`config.mk`:
```
export PLATFORM = sky130hd
export DESIGN_NAME = blink_timer_bank
export DESIGN_NICKNAME = d
export VERILOG_FILES = /design/src/rtl/blink_pkg.sv /design/src/rtl/blink_channel.sv /design/src/rtl/blink_timer_bank.sv
export SDC_FILE = /design/constraint.sdc
export NUM_CORES = 1
export LEC_CHECK = 0
export CORE_MARGIN = 2
export CORE_UTILIZATION = 48
export DETAILED_ROUTE_END_ITERATION = 6
export PLACE_DENSITY = 0.69
export REMOVE_ABC_BUFFERS = 1
export SLEW_MARGIN = 25
export SYNTH_ARGS = -nofsm -noshare
export SYNTH_HDL_FRONTEND = slang
export SYNTH_HIERARCHICAL = 1
export SYNTH_SLANG_ARGS = --single-unit
```
`constraint.sdc`:
```
create_clock -name clk -period 4.4 [get_ports clk]
set_input_delay 0.88 -clock clk [delete_from_list [all_inputs] [get_ports clk]]
set_output_delay 0.88 -clock clk [all_outputs]
set_load 0.005 [all_outputs]
```
`src/rtl/blink_pkg.sv`:
```
// Shared mode encodings for the blink/PWM timer bank.
// The reserved mode code decodes to TOGGLE so stray writes still produce a sane indicator.
package blink_pkg;
  localparam int MODE_W = 2;

  typedef enum logic [MODE_W-1:0] {
    MODE_TOGGLE  = 2'd0,
    MODE_PWM     = 2'd1,
    MODE_ONESHOT = 2'd2,
    MODE_RSVD    = 2'd3
  } mode_e;

  function automatic mode_e eff_mode(input logic [MODE_W-1:0] m);
    return (m == MODE_RSVD) ? MODE_TOGGLE : mode_e'(m);
  endfunction
endpackage

```
`src/rtl/blink_channel.sv`:
```
// One timer channel: config regs, tick counter, blink and wrap pulse, all registered.
// Config writes take effect at the write edge with no stall and override any same-edge wrap.
module blink_channel
  import blink_pkg::*;
#(
  parameter int CNT_W = 8
) (
  input  logic              clk,
  input  logic              reset,
  input  logic              tick,
  input  logic              cfg_we,
  input  logic              cfg_enable,
  input  logic [MODE_W-1:0] cfg_mode,
  input  logic [CNT_W-1:0]  cfg_period,
  input  logic [CNT_W-1:0]  cfg_duty,
  output logic              blink,
  output logic              wrap_pulse,
  output logic [CNT_W-1:0]  cnt
);
  logic             enable_q, enable_d;
  mode_e            mode_q, mode_d;
  logic [CNT_W-1:0] period_q, period_d;
  logic [CNT_W-1:0] duty_q, duty_d;
  logic [CNT_W-1:0] cnt_q, cnt_d;
  logic             blink_q, blink_d;
  logic             wrap_q, wrap_d;
  logic             wrap_now;

  always_comb begin
    enable_d = enable_q;
    mode_d   = mode_q;
    period_d = period_q;
    duty_d   = duty_q;
    cnt_d    = cnt_q;
    blink_d  = blink_q;
    wrap_d   = 1'b0;
    wrap_now = 1'b0;
    if (cfg_we) begin
      enable_d = cfg_enable;
      mode_d   = eff_mode(cfg_mode);
      period_d = cfg_period;
      duty_d   = cfg_duty;
      cnt_d    = '0;
      blink_d  = cfg_enable && (eff_mode(cfg_mode) == MODE_ONESHOT);
    end else if (enable_q) begin
      if (tick) begin
        if (cnt_q == period_q) begin
          cnt_d    = '0;
          wrap_now = 1'b1;
        end else begin
          cnt_d = cnt_q + CNT_W'(1);
        end
      end
      wrap_d = wrap_now;
      case (mode_q)
        MODE_PWM: begin
          if (tick) blink_d = (cnt_d < duty_q);
        end
        MODE_ONESHOT: begin
          blink_d = 1'b1;
          if (wrap_now) begin
            blink_d  = 1'b0;
            enable_d = 1'b0;
          end
        end
        default: begin
          if (wrap_now) blink_d = ~blink_q;
        end
      endcase
    end else if (mode_q == MODE_PWM) begin
      blink_d = 1'b0;
    end
  end

  always_ff @(posedge clk) begin
    if (reset) begin
      enable_q <= 1'b0;
      mode_q   <= MODE_TOGGLE;
      period_q <= '0;
      duty_q   <= '0;
      cnt_q    <= '0;
      blink_q  <= 1'b0;
      wrap_q   <= 1'b0;
    end else begin
      enable_q <= enable_d;
      mode_q   <= mode_d;
      period_q <= period_d;
      duty_q   <= duty_d;
      cnt_q    <= cnt_d;
      blink_q  <= blink_d;
      wrap_q   <= wrap_d;
    end
  end

  assign blink      = blink_q;
  assign wrap_pulse = wrap_q;
  assign cnt        = cnt_q;
endmodule

```
`src/rtl/blink_timer_bank.sv`:
```
// NUM_CH blink/PWM timers sharing one prescaler; outputs registered, config always accepted.
// Writes addressed beyond NUM_CH-1 match no channel and are dropped.
module blink_timer_bank
  import blink_pkg::*;
#(
  parameter int NUM_CH     = 4,
  parameter int CNT_W      = 8,
  parameter int PRESCALE_W = 4,
  localparam int CH_W      = (NUM_CH > 1) ? $clog2(NUM_CH) : 1
) (
  input  logic                    clk,
  input  logic                    reset,
  input  logic [PRESCALE_W-1:0]   prescale,
  input  logic                    cfg_valid,
  input  logic [CH_W-1:0]         cfg_ch,
  input  logic                    cfg_enable,
  input  logic [MODE_W-1:0]       cfg_mode,
  input  logic [CNT_W-1:0]        cfg_period,
  input  logic [CNT_W-1:0]        cfg_duty,
  output logic [NUM_CH-1:0]       blink,
  output logic [NUM_CH-1:0]       wrap_pulse,
  output logic [NUM_CH*CNT_W-1:0] count_flat
);
  logic [PRESCALE_W-1:0] pcnt_q, pcnt_d;
  logic                  tick;
  logic [NUM_CH-1:0]     cfg_we;

  // Equality compare: a prescale lowered below pcnt waits for the natural wrap.
  always_comb begin
    tick   = (pcnt_q == prescale);
    pcnt_d = tick ? '0 : pcnt_q + PRESCALE_W'(1);
  end

  always_ff @(posedge clk) begin
    if (reset) pcnt_q <= '0;
    else       pcnt_q <= pcnt_d;
  end

  for (genvar i = 0; i < NUM_CH; i++) begin : g_ch
    assign cfg_we[i] = cfg_valid && (cfg_ch == CH_W'(i));

    blink_channel #(.CNT_W(CNT_W)) u_ch (
      .clk        (clk),
      .reset      (reset),
      .tick       (tick),
      .cfg_we     (cfg_we[i]),
      .cfg_enable (cfg_enable),
      .cfg_mode   (cfg_mode),
      .cfg_period (cfg_period),
      .cfg_duty   (cfg_duty),
      .blink      (blink[i]),
      .wrap_pulse (wrap_pulse[i]),
      .cnt        (count_flat[i*CNT_W +: CNT_W])
    );
  end
endmodule

```
* Yosys cells after proc, flatten, opt, wreduce, memory -nomap -nowiden
Cells that the tools add are included.
** Word-level totals
- Register bits after elaboration :: 120
- Bits in latches :: 0
- Memory bits (writable) :: 0
- Memory bits (read-only) :: 0
- Input bits :: 28
- Memories :: 0
** Cells by class
- Add/sub/neg operators :: 5
- Multipliers :: 0
- Divide/modulo/power cells :: 0
- Order comparisons :: 4
- Eq/ne operators :: 22
- Shift-type cells :: 0
- Muxes and demuxes :: 73
- Bitwise gates (word level) :: 8
- Reductions and logical operators :: 27
** Operators with widths (count)
- 2-to-1 mux 8 bit :: 16
- 2-to-1 mux 1 bit :: 52
- adder 8 x 1 -> 8 bit (second input constant) :: 4
- == test 8 bit :: 4
- less-than comparator 8 bit :: 4
- == test 2 bit (second input constant) :: 8
- nonzero test 4 bit :: 4
- != test 4 x 3 -> 1 bit (second input constant) :: 3
- AND reduction 3 bit :: 4
- nonzero test 3 bit :: 4
- OR reduction 3 bit :: 4
- == test 2 x 1 -> 1 bit (second input constant) :: 5
- OR reduction 2 bit :: 5
- inverter 1 bit :: 8
- case mux 1 bit (2 select lines) :: 4
- logical AND 1 bit :: 5
- adder 4 x 1 -> 4 bit (second input constant) :: 1
- == test 4 bit :: 1
- != test 4 x 2 -> 1 bit (second input constant) :: 1
- logical NOT 2 bit :: 1
- 2-to-1 mux 2 bit :: 1

* Longest topological paths before layout
Gate-level depths: netlist (run 1).
- Depth in word-level cells :: 10
- Gate-level depth with buffers :: 13
- Gate-level depth less buffers :: 12

* By module
Netlist (run 1), hierarchy kept.
** Modules (own cells, without submodules)
- blink_channel at g_ch[1].u_ch ... :: instances 2, cells an instance 199, area each 1679.1 sq um, seq. area each 580.6 sq um
- blink_channel at g_ch[3].u_ch :: instances 1, cells an instance 199, area each 1686.6 sq um, seq. area each 580.6 sq um
- blink_channel at g_ch[0].u_ch :: instances 1, cells an instance 197, area each 1672.9 sq um, seq. area each 580.6 sq um
- blink_timer_bank :: instances 1, cells an instance 22, area each 224.0 sq um, seq. area each 80.1 sq um

* Worst setup path after synthesis (run 1)
OpenSTA, ideal clock, no wires.
- Kind :: input port to flip-flop
- Start point :: input port prescale[1]
- End point :: register g_ch[0].u_ch.blink_q
- Data arrival time :: 3.491 ns
- Data required time :: 4.270 ns
- Setup slack :: 0.779 ns
- Stages :: 13
- Path through :: xor2_1 nor4_4 buf_2 nand3_1 nor3_1 xnor2_1 nor2_1 ha_1 nand4_1 o2111ai_1 o2111ai_1 a311oi_1 o22ai_1
** On the way
- Cells in the longest elaborated chain, start to end :: 9
- Elaborated cells on any way between the ends :: 16
- Classes of those cells :: order compare: 1; eq/ne: 2; mux: 11; reduce/logical: 2
** Ends and longest elaborated chain
- from (decl) :: RTL line blink_timer_bank.sv:13 : input logic [PRESCALE_W-1:0] prescale,
- == test 4 bit * :: RTL line blink_timer_bank.sv:30 : tick = (pcnt_q == prescale);
- via tick :: RTL line blink_timer_bank.sv:25 : logic tick;
- 2-to-1 mux 8 bit :: RTL line blink_channel.sv:46 : if (tick) begin
- 2-to-1 mux 8 bit :: RTL line blink_channel.sv:45 : end else if (enable_q) begin
- 2-to-1 mux 8 bit :: RTL line blink_channel.sv:38 : if (cfg_we) begin
- less-than comparator 8 bit :: RTL line blink_channel.sv:57 : if (tick) blink_d = (cnt_d < duty_q);
- 2-to-1 mux 1 bit :: RTL line blink_channel.sv:57
- case mux 1 bit (2 select lines) :: RTL line blink_channel.sv:55 : case (mode_q)
- 2-to-1 mux 1 bit :: RTL line blink_channel.sv:45
- 2-to-1 mux 1 bit :: RTL line blink_channel.sv:38
- to (signal assigned) :: RTL line blink_channel.sv:90 : blink_q <= blink_d;
- to (decl) :: RTL line blink_channel.sv:25 : logic blink_q, blink_d;
The timed path passes the listed nets; every way through them passes the cells marked *. The select of a mux whose other input is x is not followed.
A chain may end at the register's enable or synchronous reset.

* Worst setup path in the final report (run 1)
- Start point :: input port prescale[1]
- End point :: register g_ch[3].u_ch.blink_q
** On the way
- Cells in the longest elaborated chain, start to end :: 9
- Elaborated cells on any way between the ends :: 16
- Classes of those cells :: order compare: 1; eq/ne: 2; mux: 11; reduce/logical: 2
** Ends and longest elaborated chain (RTL line)
- == test 4 bit * :: blink_timer_bank.sv:30
- via tick :: blink_timer_bank.sv:25
- 2-to-1 mux 8 bit :: blink_channel.sv:46
- 2-to-1 mux 8 bit :: blink_channel.sv:45
- 2-to-1 mux 8 bit :: blink_channel.sv:38
- less-than comparator 8 bit :: blink_channel.sv:57
- 2-to-1 mux 1 bit :: blink_channel.sv:57
- case mux 1 bit (2 select lines) :: blink_channel.sv:55
- 2-to-1 mux 1 bit :: blink_channel.sv:45
- 2-to-1 mux 1 bit :: blink_channel.sv:38
- to (signal assigned) :: blink_channel.sv:90
- to (decl) :: blink_channel.sv:25
Marks and branches as above.

==> results of run 1 <==
==> state kept, by name, summed over array words and instances, names as in the netlist <==
name,cells
g_ch.u_ch/cnt,32
g_ch.u_ch/period_q,32
g_ch.u_ch/wrap_pulse,4
g_ch.u_ch/mode_q,8
g_ch.u_ch/enable_q,4
g_ch.u_ch/duty_q,32
pcnt_q,4
g_ch.u_ch/blink,4
==> per-stage QoR <==
stage          setup WS, ns  power, mW  cell area [µm²]  utilization (%)  cells
3_5_place_dp         0.2193      1.502             7800            55.76   1042
3_3_place_gp         0.3135      1.493             7800            55.76   1042
6_report             0.5873      2.931             8417            60.17   1074
5_1_grt              0.3216      3.036             8417            60.17   1074
4_1_cts              0.6454      2.942             8417            60.17   1074
2_1_floorplan       0.07058      1.371             6799                -    783
==> logic make-up after synthesis <==
family,count (synthesis),share of synthesized area (%)
simple gates,301,21.38
compound gates,142,14.55
flops,120,34.61
buf+inv,90,5.137
mux,68,9.805
xor+xnor,54,7.138
fa+ha+maj,41,7.390
==> worst reg2reg max path: cells and delay by family, from the launching register on <==
kind                       cells  cell delay [ns]
xor gates and xnor gates       2             0.38
DFF                            1             0.33
and+or+nand+nor                6             1.32
buffers and inverters          1             0.27
AOI/OAI and AO/OA              3             0.58
adders and majority gates      1             0.30
==> Yosys cell counts, drive strengths merged, types with 10 or more instances <==
cell    number  area share (%)
dfxtp      120              35
ha          41             7.4
or3         13             1.2
nor2       128             7.0
xor2        17             2.1
clkbuf      18            0.97
mux2i       68             9.8
or2         10            0.90
nor3        15             1.5
nand2       68             3.7
o22ai       10            0.90
nand3       12            0.87
inv         57             3.1
buf         15             1.1
xnor2       37             5.0
o211ai      12             1.4
a21oi       26             1.9
nand4       16             2.0
nor2b       12             1.1
o21ai       20             1.4
==> area by class of cell <==
type                    instances  area, µm²  share of cell area (%)
repair buffers                 79      768.2                   9.127
multi-input cells             606       4190                   49.78
clock inverters                11      146.4                   1.739
flip-flops and latches        120       2402                   28.54
clock buffers                  21      470.5                   5.589
well taps                     180      225.2                   2.676
inverters                      57      214.0                   2.542
==> metal layers <==
metal	global-route usage [%]	vias up
met5	0	-
li1	-	2995
met2	38.15	220
met3	4.983	35
met4	8.526	0
met1	30.30	2931
==> cell usage in the layout (no fill, tap or decap), types with 13 or more instances in the layout <==
cell             Yosys  routed
a21oi_1             26      26
o21ai_0             20      20
xnor2_1             34      34
clkdlybuf4s50_1      0      66
nor2_1             126     125
inv_1               57      57
or3_1               13      13
clkbuf_16            0      17
nand2_1             68      68
ha_1                41      41
dfxtp_1            120     120
mux2i_1             68      68
xor2_1              17      17
==> worst max-delay path by stage <==
stage | from | cells after the start | slack (ns) | to
after detailed placement | prescale[1] | 14 | 0.22 | g_ch[3].u_ch/blink$_SDFFE_PP0P_
after global placement | prescale[1] | 14 | 0.31 | g_ch[3].u_ch/blink$_SDFFE_PP0P_
after CTS | prescale[1] | 14 | 0.65 | g_ch[3].u_ch/blink$_SDFFE_PP0P_
after floorplan | prescale[1] | 12 | 0.07 | g_ch[0].u_ch/blink$_SDFFE_PP0P_
after global routing | prescale[0] | 14 | 0.32 | g_ch[3].u_ch/blink$_SDFFE_PP0P_
final | prescale[1] | 14 | 0.59 | g_ch[3].u_ch/blink$_SDFFE_PP0P_
==> power groups by stage <==
stage	clock network, mW	registers, mW	logic [mW]
floorplan	0	1.16	0.209
global placement	0	1.17	0.323
detailed placement	0	1.17	0.331
CTS	1.46	1.15	0.335
global route	1.51	1.15	0.370
finish	1.44	1.15	0.339
==> results.toml, run 1 <==
[pwr]
p_sw_share_pct = 25.29
p_comb_share_pct = 11.6
p_switching_uw = 741.0
p_clk_share_pct = 49.3
p_leak_nw = 3.074
seqPwrFrac_pct = 39.2
p_int_mw = 2.190
vdd_drop_max_mv = 0.2747
power_density_nw_per_um2 = 348.2

[clock_network]
cts_tree = "done"
h-tree-depth = 4
cts_num_sinks = 120
post-cts-setup-buffer-count = 0
cts_made_buffers = 17
post_cts_resized = 0
clk_pin_slew_ns = 0.05
cts_buffer_depth = 2
hold_buffers = 0
cts_root_buffer = "clkbuf_16"
clkLatencyLatePin_ns = 0.43

[global_routing]
first_global_vias = 5902
grt_usage_pct = 23.31
overflow = 0
antenna_found_initial = 0
grt_start_max_net_pins = 50
grt_pass1_wl_um = 29120

[synthesis]
ys.flop_type = "dfxtp_1"
synth_area_per_cell_um2 = 8.507
yosys_warnings = 6
async_flop_share_pct = 0
ys_seq_area_share_pct = 34.61
ys_types = 54
synth_edf_count = 0
synthCells = 816
mappedNetlistArea_um2 = 6942
ys_seq_elements = 120

[cells_and_area]
antenna_cells = 0
finalNetCount = 950
layout-drive-gt1-share_pct = 8.166
area_growth_syn_to_layout_pct = 21.25
fillers = 1261

[timing]
skew_ns = 0.007433
max_freq_mhz = 262.3
finalSetupViolCount = 0
maxSlewViolCount = 0
rsz0062_at_grt = "false"
finalHoldViolations = 0
whs_ns = 0.4962
period_needed_ns = 3.813
worst_pin_slew_ns = 0.7537
final.period_utilization_pct = 86.65
slew-limit-headroom_pct = 49.29
setup_tns_ns = 0

[critical_path]
critPathSlowestCell = "nor4_4"
critPathBufInv = 2
critPathArrivalTime_ns = 4.11
reg2reg_to = "g_ch[3].u_ch/blink$_SDFFE_PP0P_"
ff2ff_setup_slack_ns = 1.12
crit_chain = "clkdlybuf4s50_1 > xor2_1 > nor4_4 > buf_12 > nand4_1 > nor3_1 > xnor2_1 > nor2_1 > ha_1 > nand4_1 > o2111ai_1 > nor2_1 > o211ai_1 > o211ai_2"
end_kind = "flip-flop"
worstPathRequired_ns = 4.70
rr_worst_depth = 13
cp_top_family = "simple AND/OR/NAND/NOR gates"
max_stage_delay_ns = 0.58
cp-start-kind = "primary input"
rr_startpoint = "pcnt_q[1]$_SDFF_PP0_"
cp_max_fo = 33
worstSetupPathType = "primary input to flip-flop"

[detailed_routing]
first_pass_iters = 6
first_iter_violations = 387
drtAntennaViolNets = 0
wire_per_inst_um = 16.94
routed_wl_um = 18190
routed.top_layer = "met4"
drc = 0
vias = 6181
wl_met1_um = 8013
vias_per_cell = 5.755
route.met2.wl_um = 8612
wl_met3_um = 1138

[floorplanning]
core_um2 = 13990
initial_core_util_pct = 49.62
die_w_um = 124.3
dieArea_um2 = 15440
io_pins = 68
rows = 43
die-height_um = 124.3

[placed_design]
post-dp-hpwl_um = 13270
place.gp.congestion = 0.9348
port_buffers = 67

[hold_path]
hp-class = "flip-flop to flip-flop"
min_to = "g_ch[2].u_ch/duty_q[7]$_SDFFE_PP0P_"
worstHoldStart = "g_ch[2].u_ch/duty_q[7]$_SDFFE_PP0P_"
hold_depth = 2

[job]
maxCapViolCount = 0

[outcome]
status = "finished, final reports clean"
Note: power is estimated with default switching activity, not from simulation.
==> inputs of run 2 (changes only) <==
--- a/config.mk
+++ b/config.mk
@@ -7,2 +7,3 @@
 export LEC_CHECK = 0
+export ABC_CLOCK_PERIOD_IN_PS = 4400
 export CORE_MARGIN = 2
--- a/constraint.sdc
+++ b/constraint.sdc
@@ -3,2 +3,2 @@
 set_output_delay 0.88 -clock clk [all_outputs]
-set_load 0.005 [all_outputs]
+set_load 0.02 [all_outputs]
==> results of run 2 <==
Same layout as run 1 (identical final DEF). Status: finished, final reports clean.
Among the figures that moved: total power 2.931 mW -> 2.936 mW
==> inputs of run 3 (changes only) <==
Settings changed: CORE_UTILIZATION 48 to 45, PLACE_DENSITY 0.69 to 0.65.
==> run 3 against run 2 <==
Clock skew is essentially flat. Core utilization decreased by 4.8 points. Largest power group unchanged. Power shrank 2.9%. Largest cell class unchanged. Clock power shrank 6%. Combinational power decreased by 1%. Non-clock buffer count rose by 1. Sequential cell count did not move.
==> results.toml, run 3 (synthesized netlist as in run 1, its figures left out) <==
[cells_and_area]
fillers = 1401
finalNetCount = 951
final_area_um2 = 8393
post-route-util_pct = 55.42
antenna_cells = 0
seqCellArea_um2 = 2402
layout-drive-gt1-share_pct = 8.045
area_growth_syn_to_layout_pct = 20.91
layoutNonFillerInstCount = 1083
final_cell_mix = "nor2_1, dfxtp_1, nand2_1, mux2i_1, clkdlybuf4s50_1"
final_common_cell = "nor2_1"
multi_input_area_um2 = 4190

[timing]
slew-limit-headroom_pct = 45.70
worst_pin_slew_ns = 0.8070
skew_ns = 0.007171
setup_tns_ns = 0
maxSlewViolCount = 0
max_freq_mhz = 254.9
finalSetupViolCount = 0
finalHoldViolations = 0
final.period_utilization_pct = 89.17
rsz0062_at_grt = "false"
layout_setup_ws_ns = 0.4767
whs_ns = 0.4889
period_needed_ns = 3.923

[floorplanning]
die_w_um = 128.2
die-height_um = 128.2
dieArea_um2 = 16440
rows = 45
initial_core_util_pct = 45.83
core_um2 = 15150
io_pins = 68

[clock_network]
cts_made_buffers = 17
cts_root_buffer = "clkbuf_16"
cts_buffer_depth = 2
clk_pin_slew_ns = 0.05
post-cts-setup-buffer-count = 0
cts_tree = "done"
clkLatencyLatePin_ns = 0.42
cts_num_sinks = 120
post_cts_resized = 0
hold_buffers = 0
h-tree-depth = 4

[critical_path]
worstPathRequired_ns = 4.68
critPathArrivalTime_ns = 4.20
cp_max_fo = 19
worstSetupPathType = "primary input to flip-flop"
cp-start-kind = "primary input"
end_kind = "flip-flop"

[placed_design]
dp_worst_setup_slack_ns = 0.1478
place.gp.congestion = 0.9123
place_area_um2 = 7818
dp.cells = 1051
port_buffers = 67
post-dp-hpwl_um = 12600

[detailed_routing]
drc = 0
first_pass_iters = 5
wire_per_inst_um = 16.28
routed_wl_um = 17630
vias = 5942
drtAntennaViolNets = 0
vias_per_cell = 5.487
first_iter_violations = 418

[pwr]
power_mw = 2.851
power_density_nw_per_um2 = 339.7
p_leak_nw = 3.078
vdd_drop_max_mv = 0.3116

[hold_path]
hp-class = "flip-flop to flip-flop"

[outcome]
status = "finished, final reports clean"

[global_routing]
first_global_vias = 5518
grt_pass1_wl_um = 28110
overflow = 0
grt_usage_pct = 21.97
grt_start_max_net_pins = 34
antenna_found_initial = 0

[job]
maxCapViolCount = 0
## run 3: per-layer routing
metal  wire, µm  up-vias  GRT usage [%]
met5          0        -              0
met4        199        0          5.753
met3        912       14          5.467
met2       8093      150          35.08
met1       8421     2775          29.69
li1           -     3003              -
## run 3: worst paths after layout
path	start	depth (start not counted)	slack (ns)	endpoint
max reg2reg	pcnt_q[0]$_SDFF_PP0_	12	1.01	g_ch[0].u_ch/blink$_SDFFE_PP0P_
min	g_ch[2].u_ch/duty_q[6]$_SDFFE_PP0P_	2	0.49	g_ch[2].u_ch/duty_q[6]$_SDFFE_PP0P_
max	prescale[1]	13	0.48	g_ch[0].u_ch/blink$_SDFFE_PP0P_
min reg2reg	g_ch[2].u_ch/duty_q[6]$_SDFFE_PP0P_	2	0.49	g_ch[2].u_ch/duty_q[6]$_SDFFE_PP0P_
## run 3: cell type report
cell class,count,area share [%]
inverters,57,2.549
well taps,188,2.803
clock inverters,9,1.163
clock buffers,23,5.695
flip-flops and latches,120,28.62
multi-input cells,606,49.93
repair buffers,80,9.243
## run 3: where the power goes
part / leakage (nW) / internal, mW / switching, mW
Clock: 0.286 / 0.871 / 0.493
Combinational: 1.82 / 0.139 / 0.201
Sequential: 0.973 / 1.12 / 0.0292
Total: 3.08 / 2.13 / 0.723
## run 3: worst max-delay path: stages
cell and delay [ns]:
clkdlybuf4s50_1 0.41, xor2_1 0.17, nor4_4 0.47, buf_4 0.32
inv_1 0.14, nor3_4 0.34, nor2_1 0.11, ha_1 0.30
nand4_1 0.14, o2111ai_1 0.28, o2111ai_1 0.15, a311oi_1 0.36
o22ai_1 0.13
